[src/rtl/imem_loader_if.sv]
// Byte-stream input and instruction-memory write port of the image loader.
// The loader drives the slave modport; the feeding agent and memory side use master.
interface imem_loader_if #(
    parameter int ADDR_W = 8
);
    logic              in_valid;
    logic [7:0]        in_data;
    logic              in_ready;
    logic              mem_we;
    logic [ADDR_W-1:0] mem_addr;
    logic [31:0]       mem_wdata;

    modport slave (
        input  in_valid, in_data,
        output in_ready, mem_we, mem_addr, mem_wdata
    );

    modport master (
        output in_valid, in_data,
        input  in_ready, mem_we, mem_addr, mem_wdata
    );
endinterface

[src/rtl/imem_loader.sv]
// Instruction-memory loader: length-prefixed little-endian byte stream to word writes,
// holding the core in reset until done. Optional checksum trailer: IMEM_LOADER_CHECKSUM_EN.
//
// state   | meaning
// IDLE    | one settling cycle after reset/reload
// LEN     | collecting 4-byte word count N
// DATA    | collecting 4 bytes of the next word
// WRITE   | one-cycle memory write of the assembled word
// CSUM    | collecting 4-byte expected checksum (feature builds only)
// DONE    | image complete, core released
// ERR     | load rejected, core held in reset
module imem_loader #(
    parameter int          ADDR_W    = 8,
    parameter int          DEPTH     = 256,
    parameter logic [31:0] HALT_WORD = 32'h7FFF_FFFF
) (
    input  logic              clk,
    input  logic              rst,
    input  logic              reload,
    imem_loader_if.slave      bus,
    output logic              core_rst,
    output logic              done,
    output logic              error,
    output logic [ADDR_W:0]   word_cnt,
    output logic              halt_seen
);

    typedef enum logic [2:0] {
        S_IDLE,
        S_LEN,
        S_DATA,
        S_WRITE,
`ifdef IMEM_LOADER_CHECKSUM_EN
        S_CSUM,
`endif
        S_DONE,
        S_ERR
    } state_t;

    localparam logic [ADDR_W:0] CNT_ONE = 1;

    state_t            state_q, state_d;
    logic [1:0]        byte_idx_q, byte_idx_d;
    logic [23:0]       shift_q, shift_d;
    logic [31:0]       len_q, len_d;
    logic [ADDR_W:0]   word_cnt_q, word_cnt_d;
    logic              halt_q, halt_d;
    logic [ADDR_W-1:0] addr_q, addr_d;
    logic [31:0]       wdata_q, wdata_d;
`ifdef IMEM_LOADER_CHECKSUM_EN
    logic [31:0]       csum_q, csum_d;
`endif

    logic        accept;
    logic        last_byte;
    logic [31:0] assembled;
    logic        reload_ok;
    logic [31:0] cnt_next;

    // Bytes shift in from the top, so after four accepts the word is little-endian ordered.
    assign accept    = bus.in_valid && bus.in_ready;
    assign last_byte = accept && (byte_idx_q == 2'd3);
    assign assembled = {bus.in_data, shift_q};
    assign reload_ok = reload && (state_q == S_DONE || state_q == S_ERR);
    assign cnt_next  = 32'(word_cnt_q) + 32'd1;

    always_ff @(posedge clk) begin
        if (!rst) begin
            state_q    <= S_IDLE;
            byte_idx_q <= '0;
            shift_q    <= '0;
            len_q      <= '0;
            word_cnt_q <= '0;
            halt_q     <= 1'b0;
            addr_q     <= '0;
            wdata_q    <= '0;
`ifdef IMEM_LOADER_CHECKSUM_EN
            csum_q     <= '0;
`endif
        end else begin
            state_q    <= state_d;
            byte_idx_q <= byte_idx_d;
            shift_q    <= shift_d;
            len_q      <= len_d;
            word_cnt_q <= word_cnt_d;
            halt_q     <= halt_d;
            addr_q     <= addr_d;
            wdata_q    <= wdata_d;
`ifdef IMEM_LOADER_CHECKSUM_EN
            csum_q     <= csum_d;
`endif
        end
    end

    always_comb begin
        state_d = state_q;
        case (state_q)
            S_IDLE: state_d = S_LEN;
            S_LEN: begin
                if (last_byte) begin
                    if (assembled == 32'd0) begin
`ifdef IMEM_LOADER_CHECKSUM_EN
                        state_d = S_CSUM;
`else
                        state_d = S_DONE;
`endif
                    end else if (assembled > 32'(DEPTH)) begin
                        state_d = S_ERR;
                    end else begin
                        state_d = S_DATA;
                    end
                end
            end
            S_DATA: if (last_byte) state_d = S_WRITE;
            S_WRITE: begin
                if (cnt_next < len_q) begin
                    state_d = S_DATA;
                end else begin
`ifdef IMEM_LOADER_CHECKSUM_EN
                    state_d = S_CSUM;
`else
                    state_d = S_DONE;
`endif
                end
            end
`ifdef IMEM_LOADER_CHECKSUM_EN
            S_CSUM: if (last_byte) state_d = (assembled == csum_q) ? S_DONE : S_ERR;
`endif
            S_DONE: if (reload_ok) state_d = S_IDLE;
            S_ERR:  if (reload_ok) state_d = S_IDLE;
            default: state_d = S_IDLE;
        endcase
    end

    always_comb begin
        byte_idx_d = byte_idx_q;
        shift_d    = shift_q;
        len_d      = len_q;
        word_cnt_d = word_cnt_q;
        halt_d     = halt_q;
        addr_d     = addr_q;
        wdata_d    = wdata_q;
`ifdef IMEM_LOADER_CHECKSUM_EN
        csum_d     = csum_q;
`endif
        if (accept) begin
            byte_idx_d = byte_idx_q + 2'd1;
            shift_d    = assembled[31:8];
        end
        if (state_q == S_LEN && last_byte) len_d = assembled;
        // Address and data are captured on entry to WRITE and then held for the memory.
        if (state_q == S_DATA && last_byte) begin
            addr_d  = word_cnt_q[ADDR_W-1:0];
            wdata_d = assembled;
        end
        if (state_q == S_WRITE) begin
            word_cnt_d = word_cnt_q + CNT_ONE;
            if (wdata_q == HALT_WORD) halt_d = 1'b1;
`ifdef IMEM_LOADER_CHECKSUM_EN
            csum_d = csum_q + wdata_q;
`endif
        end
        if (state_q == S_IDLE) begin
            byte_idx_d = '0;
            len_d      = '0;
`ifdef IMEM_LOADER_CHECKSUM_EN
            csum_d     = '0;
`endif
        end
        if (reload_ok) begin
            word_cnt_d = '0;
            halt_d     = 1'b0;
        end
    end

    always_comb begin
        bus.in_ready = 1'b0;
        bus.mem_we   = 1'b0;
        core_rst     = 1'b0;
        done         = 1'b0;
        error        = 1'b0;
        case (state_q)
            S_LEN, S_DATA: bus.in_ready = 1'b1;
`ifdef IMEM_LOADER_CHECKSUM_EN
            S_CSUM: bus.in_ready = 1'b1;
`endif
            S_WRITE: bus.mem_we = 1'b1;
            S_DONE: begin
                core_rst = 1'b1;
                done     = 1'b1;
            end
            S_ERR: error = 1'b1;
            default: ;
        endcase
    end

    assign bus.mem_addr  = addr_q;
    assign bus.mem_wdata = wdata_q;
    assign word_cnt      = word_cnt_q;
    assign halt_seen     = halt_q;

endmodule

[src/flat_wrapper.sv]
// flat-port wrapper written by rule: the top's interface ports become plain ports
module imem_loader_flat 
#(
    parameter int          ADDR_W    = 8,
    parameter int          DEPTH     = 256,
    parameter logic [31:0] HALT_WORD = 32'h7FFF_FFFF
)
  (clk, rst, reload, core_rst, done, error, word_cnt, halt_seen, bus_in_valid, bus_in_data, bus_in_ready, bus_mem_we, bus_mem_addr, bus_mem_wdata);
  imem_loader_if #(.ADDR_W(ADDR_W)) bus_i ();
  input  logic clk;
  input  logic rst;
  input  logic reload;
  output logic core_rst;
  output logic done;
  output logic error;
  output logic [ADDR_W:0] word_cnt;
  output logic halt_seen;
  input wire logic [$bits(bus_i.in_valid)-1:0] bus_in_valid;
  input wire logic [$bits(bus_i.in_data)-1:0] bus_in_data;
  output wire logic [$bits(bus_i.in_ready)-1:0] bus_in_ready;
  output wire logic [$bits(bus_i.mem_we)-1:0] bus_mem_we;
  output wire logic [$bits(bus_i.mem_addr)-1:0] bus_mem_addr;
  output wire logic [$bits(bus_i.mem_wdata)-1:0] bus_mem_wdata;
  assign bus_i.in_valid = bus_in_valid;
  assign bus_i.in_data = bus_in_data;
  assign bus_in_ready = bus_i.in_ready;
  assign bus_mem_we = bus_i.mem_we;
  assign bus_mem_addr = bus_i.mem_addr;
  assign bus_mem_wdata = bus_i.mem_wdata;
  imem_loader #(.ADDR_W(ADDR_W), .DEPTH(DEPTH), .HALT_WORD(HALT_WORD)) u_core (.clk(clk), .rst(rst), .reload(reload), .bus(bus_i), .core_rst(core_rst), .done(done), .error(error), .word_cnt(word_cnt), .halt_seen(halt_seen));
endmodule
[config.mk]
export PLATFORM = sky130hd
export DESIGN_NAME = imem_loader_flat
export DESIGN_NICKNAME = d
export VERILOG_FILES = /design/src/rtl/imem_loader_if.sv /design/src/rtl/imem_loader.sv /design/src/flat_wrapper.sv
export SDC_FILE = /design/constraint.sdc
export NUM_CORES = 1
export LEC_CHECK = 0
export BUFFER_PORTS_ARGS = -buffer_cell sky130_fd_sc_hd__buf_2
export CORE_UTILIZATION = 45
export CTS_CLUSTER_DIAMETER = 100
export CTS_CLUSTER_SIZE = 10
export DETAILED_ROUTE_END_ITERATION = 10
export PLACE_DENSITY_LB_ADDON = 0.15
export SYNTH_ARGS = -nofsm -noshare
export SYNTH_HDL_FRONTEND = slang
export SYNTH_SLANG_ARGS = --single-unit
[constraint.sdc]
create_clock -name clk -period 2.4 [get_ports clk]
set_input_delay 0.6 -clock clk [delete_from_list [all_inputs] [get_ports clk]]
set_output_delay 0.6 -clock clk [all_outputs]
set_load 0.05 [all_outputs]
* Word-level counts from Yosys, hierarchy flattened
Index checks and enable logic that the tools add are counted.
** Operators by class
- $add $sub $neg :: 3
- $mul :: 0
- Divide/modulo/power cells :: 0
- Magnitude comparators :: 2
- Equality and inequality tests :: 10
- Shifts and indexed selects :: 0
- Mux-type cells :: 11
- Bitwise logic cells :: 1
- Reductions and logical operators :: 14
** Operators with widths (count)
- $eq A32 B31 Y1 const B :: 1
- $gt A32 B9 Y1 const B :: 1
- $logic_not A32 Y1 :: 1
- $lt A32 B32 Y1 :: 1
- $mux W3 :: 6
- $pmux W3 S5 :: 1
- $add A9 B1 Y10 const B :: 1
- $add A9 B1 Y9 const B :: 1
- $reduce_or A2 Y1 :: 4
- $eq A3 B2 Y1 const B :: 2
- $eq A3 B3 Y1 const B :: 2
- $ne A2 B1 Y1 const B :: 3
- $logic_and A1 B1 Y1 :: 5
- $mux W1 :: 4
- $eq A3 B1 Y1 const B :: 1
- $logic_not A3 Y1 :: 1
- $reduce_and A3 Y1 :: 1
- $add A2 B1 Y2 const B :: 1
- $eq A2 B2 Y1 const B :: 1
- $reduce_and A2 Y1 :: 1
- $logic_or A1 B1 Y1 :: 1
- $not A1 Y1 :: 1
** Storage, ports and cells
- Register bits after elaboration :: 111
- Latch bits :: 0
- RAM bits :: 0
- Memory bits (read-only) :: 0
- Bits of input ports :: 12
- Output and inout bits :: 55
- Memories kept :: 0

* Depth between registers and ports, before layout
- Word-level depth :: 7
- Mapped depth :: 11

* Worst setup path after synthesis
No wires, ideal clock.
- Kind :: register to register
- Start point :: register u_core.word_cnt_q[2] (netlist: u_core.word_cnt[2])
- End point :: register u_core.state_q[2]
- Setup time :: 115 ps
- Arrival :: 2482 ps
- Path slack :: -196 ps
- Stages on the path, launching flop included :: 11
- Buffers on the path :: 0
- Period minus slack after synthesis :: 2596 ps
- Cell sequence :: dfxtp_1 -> nand3_1 -> nor2_1 -> and3_1 -> and3_1 -> ha_1 -> a211oi_1 -> o21a_1 -> o31a_1 -> nor3_1 -> o21a_1
** Between the ends
- Word-level cells in the longest chain between the ends :: 4
** RTL lines
- from (decl) :: RTL line imem_loader.sv:46 : logic [ADDR_W:0] word_cnt_q, word_cnt_d;
- from (signal assigned) :: RTL line imem_loader.sv:85 : word_cnt_q <= word_cnt_d;
- $add A9 B1 Y10 :: RTL line imem_loader.sv:65 : assign cnt_next = 32'(word_cnt_q) + 32'd1;
- $lt A32 B32 Y1 :: RTL line imem_loader.sv:116 : if (cnt_next < len_q) begin
- $mux W3 :: RTL line imem_loader.sv:116
- $pmux W3 S5 :: RTL line imem_loader.sv:97 : case (state_q)
- to (signal assigned) :: RTL line imem_loader.sv:81 : state_q <= state_d;
- to (decl) :: RTL line imem_loader.sv:42 : state_t state_q, state_d;
No other way between the ends.
A chain may end at the register's enable or synchronous reset.

* Worst setup path in the final report
- Start point :: register u_core.word_cnt_q[0] (netlist: u_core.word_cnt[0])
- End point :: register u_core.state_q[2]
** Between the ends
- Word-level cells in the longest chain between the ends :: 4
** RTL lines
- $add A9 B1 Y10 :: RTL line imem_loader.sv:65
- via u_core.cnt_next[8] :: RTL line imem_loader.sv:58 : logic [31:0] cnt_next;
- $lt A32 B32 Y1 :: RTL line imem_loader.sv:116
- $mux W3 :: RTL line imem_loader.sv:116
- $pmux W3 S5 :: RTL line imem_loader.sv:97
The timed path passes the listed nets, and every way through them passes these cells.

==> run summary <==
The total placed cells including tap cells is 735. Data on the critical path arrives at its endpoint at 2.52 ns. The number of antenna diodes in the final layout is 0.

Averaged over all synthesized cells, the footprint is 8.65 um2. The clock buffer count from CTS is 9, and the multi-input gate area in the final layout is 0.00232 mm2. CTS built an H-tree with a depth of 3. After synthesis the netlist holds a flip-flop and latch count of 111.

For the pin with the worst max-slew slack, the measured transition is 0.486 ns. TritonCTS built the clock tree. Setup violations remaining at the end of the flow were counted as 0. The height of the die works out to 105 um. For the layout net count, the log shows 633.

The logs give 0 for the post-detailed-route count of antenna-violating nets and 3,838 for the via count of the first global-routing pass. The number of clock sinks is 111, and the area of the core is 0.0103 mm2. Once the clock tree was built, the setup fixing pass inserted 0 buffers. Setup repair after global routing left no endpoint under its margin.

The worst endpoint required time was 2.68 ns. The clock passes through at most 2 buffers. After synthesis the cells add up to 0.00479 mm2. The count of input and output buffers was 66. The total negative slack for setup checks is 0 ns, and the share of the synthesized area in the top cell type is 46.4%. Across the VDD grid, the largest voltage drop is 0.270 mV. Of the available clock period, the critical path in the final layout requires 93.2%. During synthesis, Yosys emitted a total of 0 warnings. Power per cell area: 581 mW/mm2. Post-detailed-route wirelength per cell: 15.7 um. The sequential cells in the finished layout cover a total of 0.00223 mm2. Width of the chip: 105 um. The worst pin sits at a relative slew slack of 67.3%. The via count is 3,956, and the leakage power total is 2.04 nW. The logs give 22.6% for the overall global routing resource usage and 46.4% for the post-synthesis sequential area ratio. The placed instances occupy a cell area of 0.00521 mm2.

The run finished with clean final reports. Clock-pin slew was measured on the worst setup and hold paths at 0.11 ns. In the routed layout, each cell is associated on average with a via count of 5.27. In this run the count of I/O pins placed on the die edge is 67.

Counting instances, the worst hold path has a depth of 2. The worst hold-check path type was reg -> reg. The run gives 0 as the DRC violations left. The finished cells cover 0.00542 mm2. The run gives 0 as the number of failing hold endpoints at the final stage. The top fanout value on the critical path was 6; the wire length after detailed routing was 11.8 mm.

In this run the register-to-register setup slack is 0.16 ns. The gate count after technology mapping is 554. Synthesis-to-layout area growth: 13.1%. The number of flops mapped to enable cells by yosys is 0. The buffer cell driving the clock tree root is clkbuf_8. The die covers 0.0111 mm2.

The congestion estimate from routability-driven global placement came to 0.803. The clock period could shrink to 2.24 ns. In the synthesized netlist the async set-or-reset flop fraction comes to 0%.

Synthesis instantiated 47 different standard cells from the library. The post-layout utilization of the core came out at 52.5%. Ranked by total cell area, the synthesized netlist is headed by dfxtp_1 (46%), nand2_1 (12%), mux2i_1 (5.2%). The tool flagged a number of max-cap violations equal to 0.

Commonest register cell after synthesis: dfxtp_1. The insertion delay of the later-clocked pin in the worst-skew pair is 0.37 ns, and the number of antenna violations at the first check in global routing is 0. The row count came out at 37. Fill cell total of the finished layout: 979. The post-layout instance count excluding filler cells is 751, and the initial standard-cell utilization of the core is 46.4%. Max-slew violation count: 0.

Summed over all instances, the cell type with the most area after synthesis is dfxtp_1. STA classifies the critical path endpoint as a flop. After global routing the overflow that remains totals 0. The type of the worst setup path is reg -> reg.

The placed wire-length estimate after detailed placement is 8.30 mm. Static timing analysis puts the maximum clock frequency at 447 MHz. On the final layout, the worst clock skew is 0.0129 ns. For the number of DRC markers after the initial detailed-route iteration, the log shows 125. The number of search-and-repair iterations in the first detailed-routing pass came out at 4. Kind of launch point of the worst setup path: a flop. The first global-routing pass estimated 19.6 mm of wire. The post-route netlist has 18.0% of its cells at a drive strength greater than 1. Entering global routing, the biggest net connects 41 pins.

The run gives 577 as the synthesized net count. The number of cells traversed by the worst register-to-register path works out to 10.
## cells in the final DEF (no fill, tap or decap), types with 2 or more instances in the layout
master and count:
inv_1 11, dfxtp_2 4, buf_4 13, nor2b_1 24, buf_2 66, a21boi_1 18
xnor2_1 7, nand2b_1 2, a21oi_1 38, and3_1 4, a211oi_1 2, clkinv_4 2
nand3_1 5, mux2i_1 25, nand4_1 12, or3_1 4, a21boi_0 23, nand2_1 154
xor2_1 7, nor4_2 2, nor3_1 5, nor2_1 16, o21ai_0 4, o21a_1 4
ha_1 10, clkbuf_8 9, dfxtp_1 106, nor4_1 10
## synthesized netlist by cell type (all sizes together) (5+ instances only)
master	n
inv	12
nor4	12
nor2	16
o21ai	5
xnor2	7
a21oi	38
a21boi	41
clkbuf	19
nor3	6
xor2	7
dfxtp	111
nor2b	24
nand3	5
ha	11
nand2	154
nand4	12
buf	16
mux2i	25
## metal layers
metal  track usage [%]  vias to the layer above  wire [um]
li1                  -                     1971          -
met1              27.5                     1894       5250
met2              41.0                       73       5980
met3              2.93                       18        391
met4              7.34                        0        193
met5                 0                        -          0
## final cells by class
class,count,area share (%)
clock buffers,9,2.28
clock inverters,7,1.48
inverters,12,0.831
multi-input cells,396,42.9
flip-flops and latches,111,41.1
well taps,136,3.14
repair buffers,80,8.26
## flip-flops by register name, summed over array words and instances (netlist names)
name / count
u_core.bus.mem_addr: 8
u_core.shift_q: 24
u_core.bus.mem_wdata: 32
u_core.halt_seen: 1
u_core.state_q: 3
u_core.byte_idx_q: 2
u_core.word_cnt: 9
u_core.len_q: 32
## path summary, 6_finish.rpt
path | start | to
setup / recovery | u_core.word_cnt[0]$_SDFFE_PP0P_ | u_core.state_q[2]$_SDFFE_PN0P_
hold / removal | u_core.bus.mem_addr[3]$_SDFFE_PN0P_ | u_core.bus.mem_addr[3]$_SDFFE_PN0P_
setup reg to reg | u_core.word_cnt[0]$_SDFFE_PP0P_ | u_core.state_q[2]$_SDFFE_PN0P_
hold reg to reg | u_core.bus.mem_addr[3]$_SDFFE_PN0P_ | u_core.bus.mem_addr[3]$_SDFFE_PN0P_
## cells by family after synthesis
kind of cell               share of synthesized area, %
and+or+nand+nor                                    23.8
muxes                                              5.22
adders and majority gates                          2.87
AOI/OAI and AO/OA                                  13.7
buffers and inverters                              5.48
xor gates and xnor gates                           2.56
DFF                                                46.4
## critical path, cell delays in order, from the launching register on
cell and delay, ns:
dfxtp_4 0.39, ha_2 0.22, and3_1 0.18, and3_1 0.18, nand3_1 0.10, xnor2_1 0.18, ha_1 0.26, o21a_1 0.17
o2111ai_1 0.22, nor3_1 0.08, o21a_1 0.17
## report_power, final
part / switching, mW / internal (mW)
Sequential: 0.0210 / 1.85
Combinational: 0.0708 / 0.0526
Clock: 0.656 / 0.496
## stage by stage
step                      power (mW)  hold slack [ns]  setup slack (ns)
after floorplan                 2.00            0.436            0.0431
after global placement          2.04            0.438             0.204
after detailed placement        2.04            0.446             0.104
after CTS                       3.19            0.461            0.0797
after global routing            3.28            0.483            0.0185
final                           3.15            0.456             0.163
## what timing repair did
item	CTS	global route
endpoints found under the setup margin	0	2
hold buffers	0	0
resized for setup	0	3
Note: power is estimated with default switching activity, not from simulation.
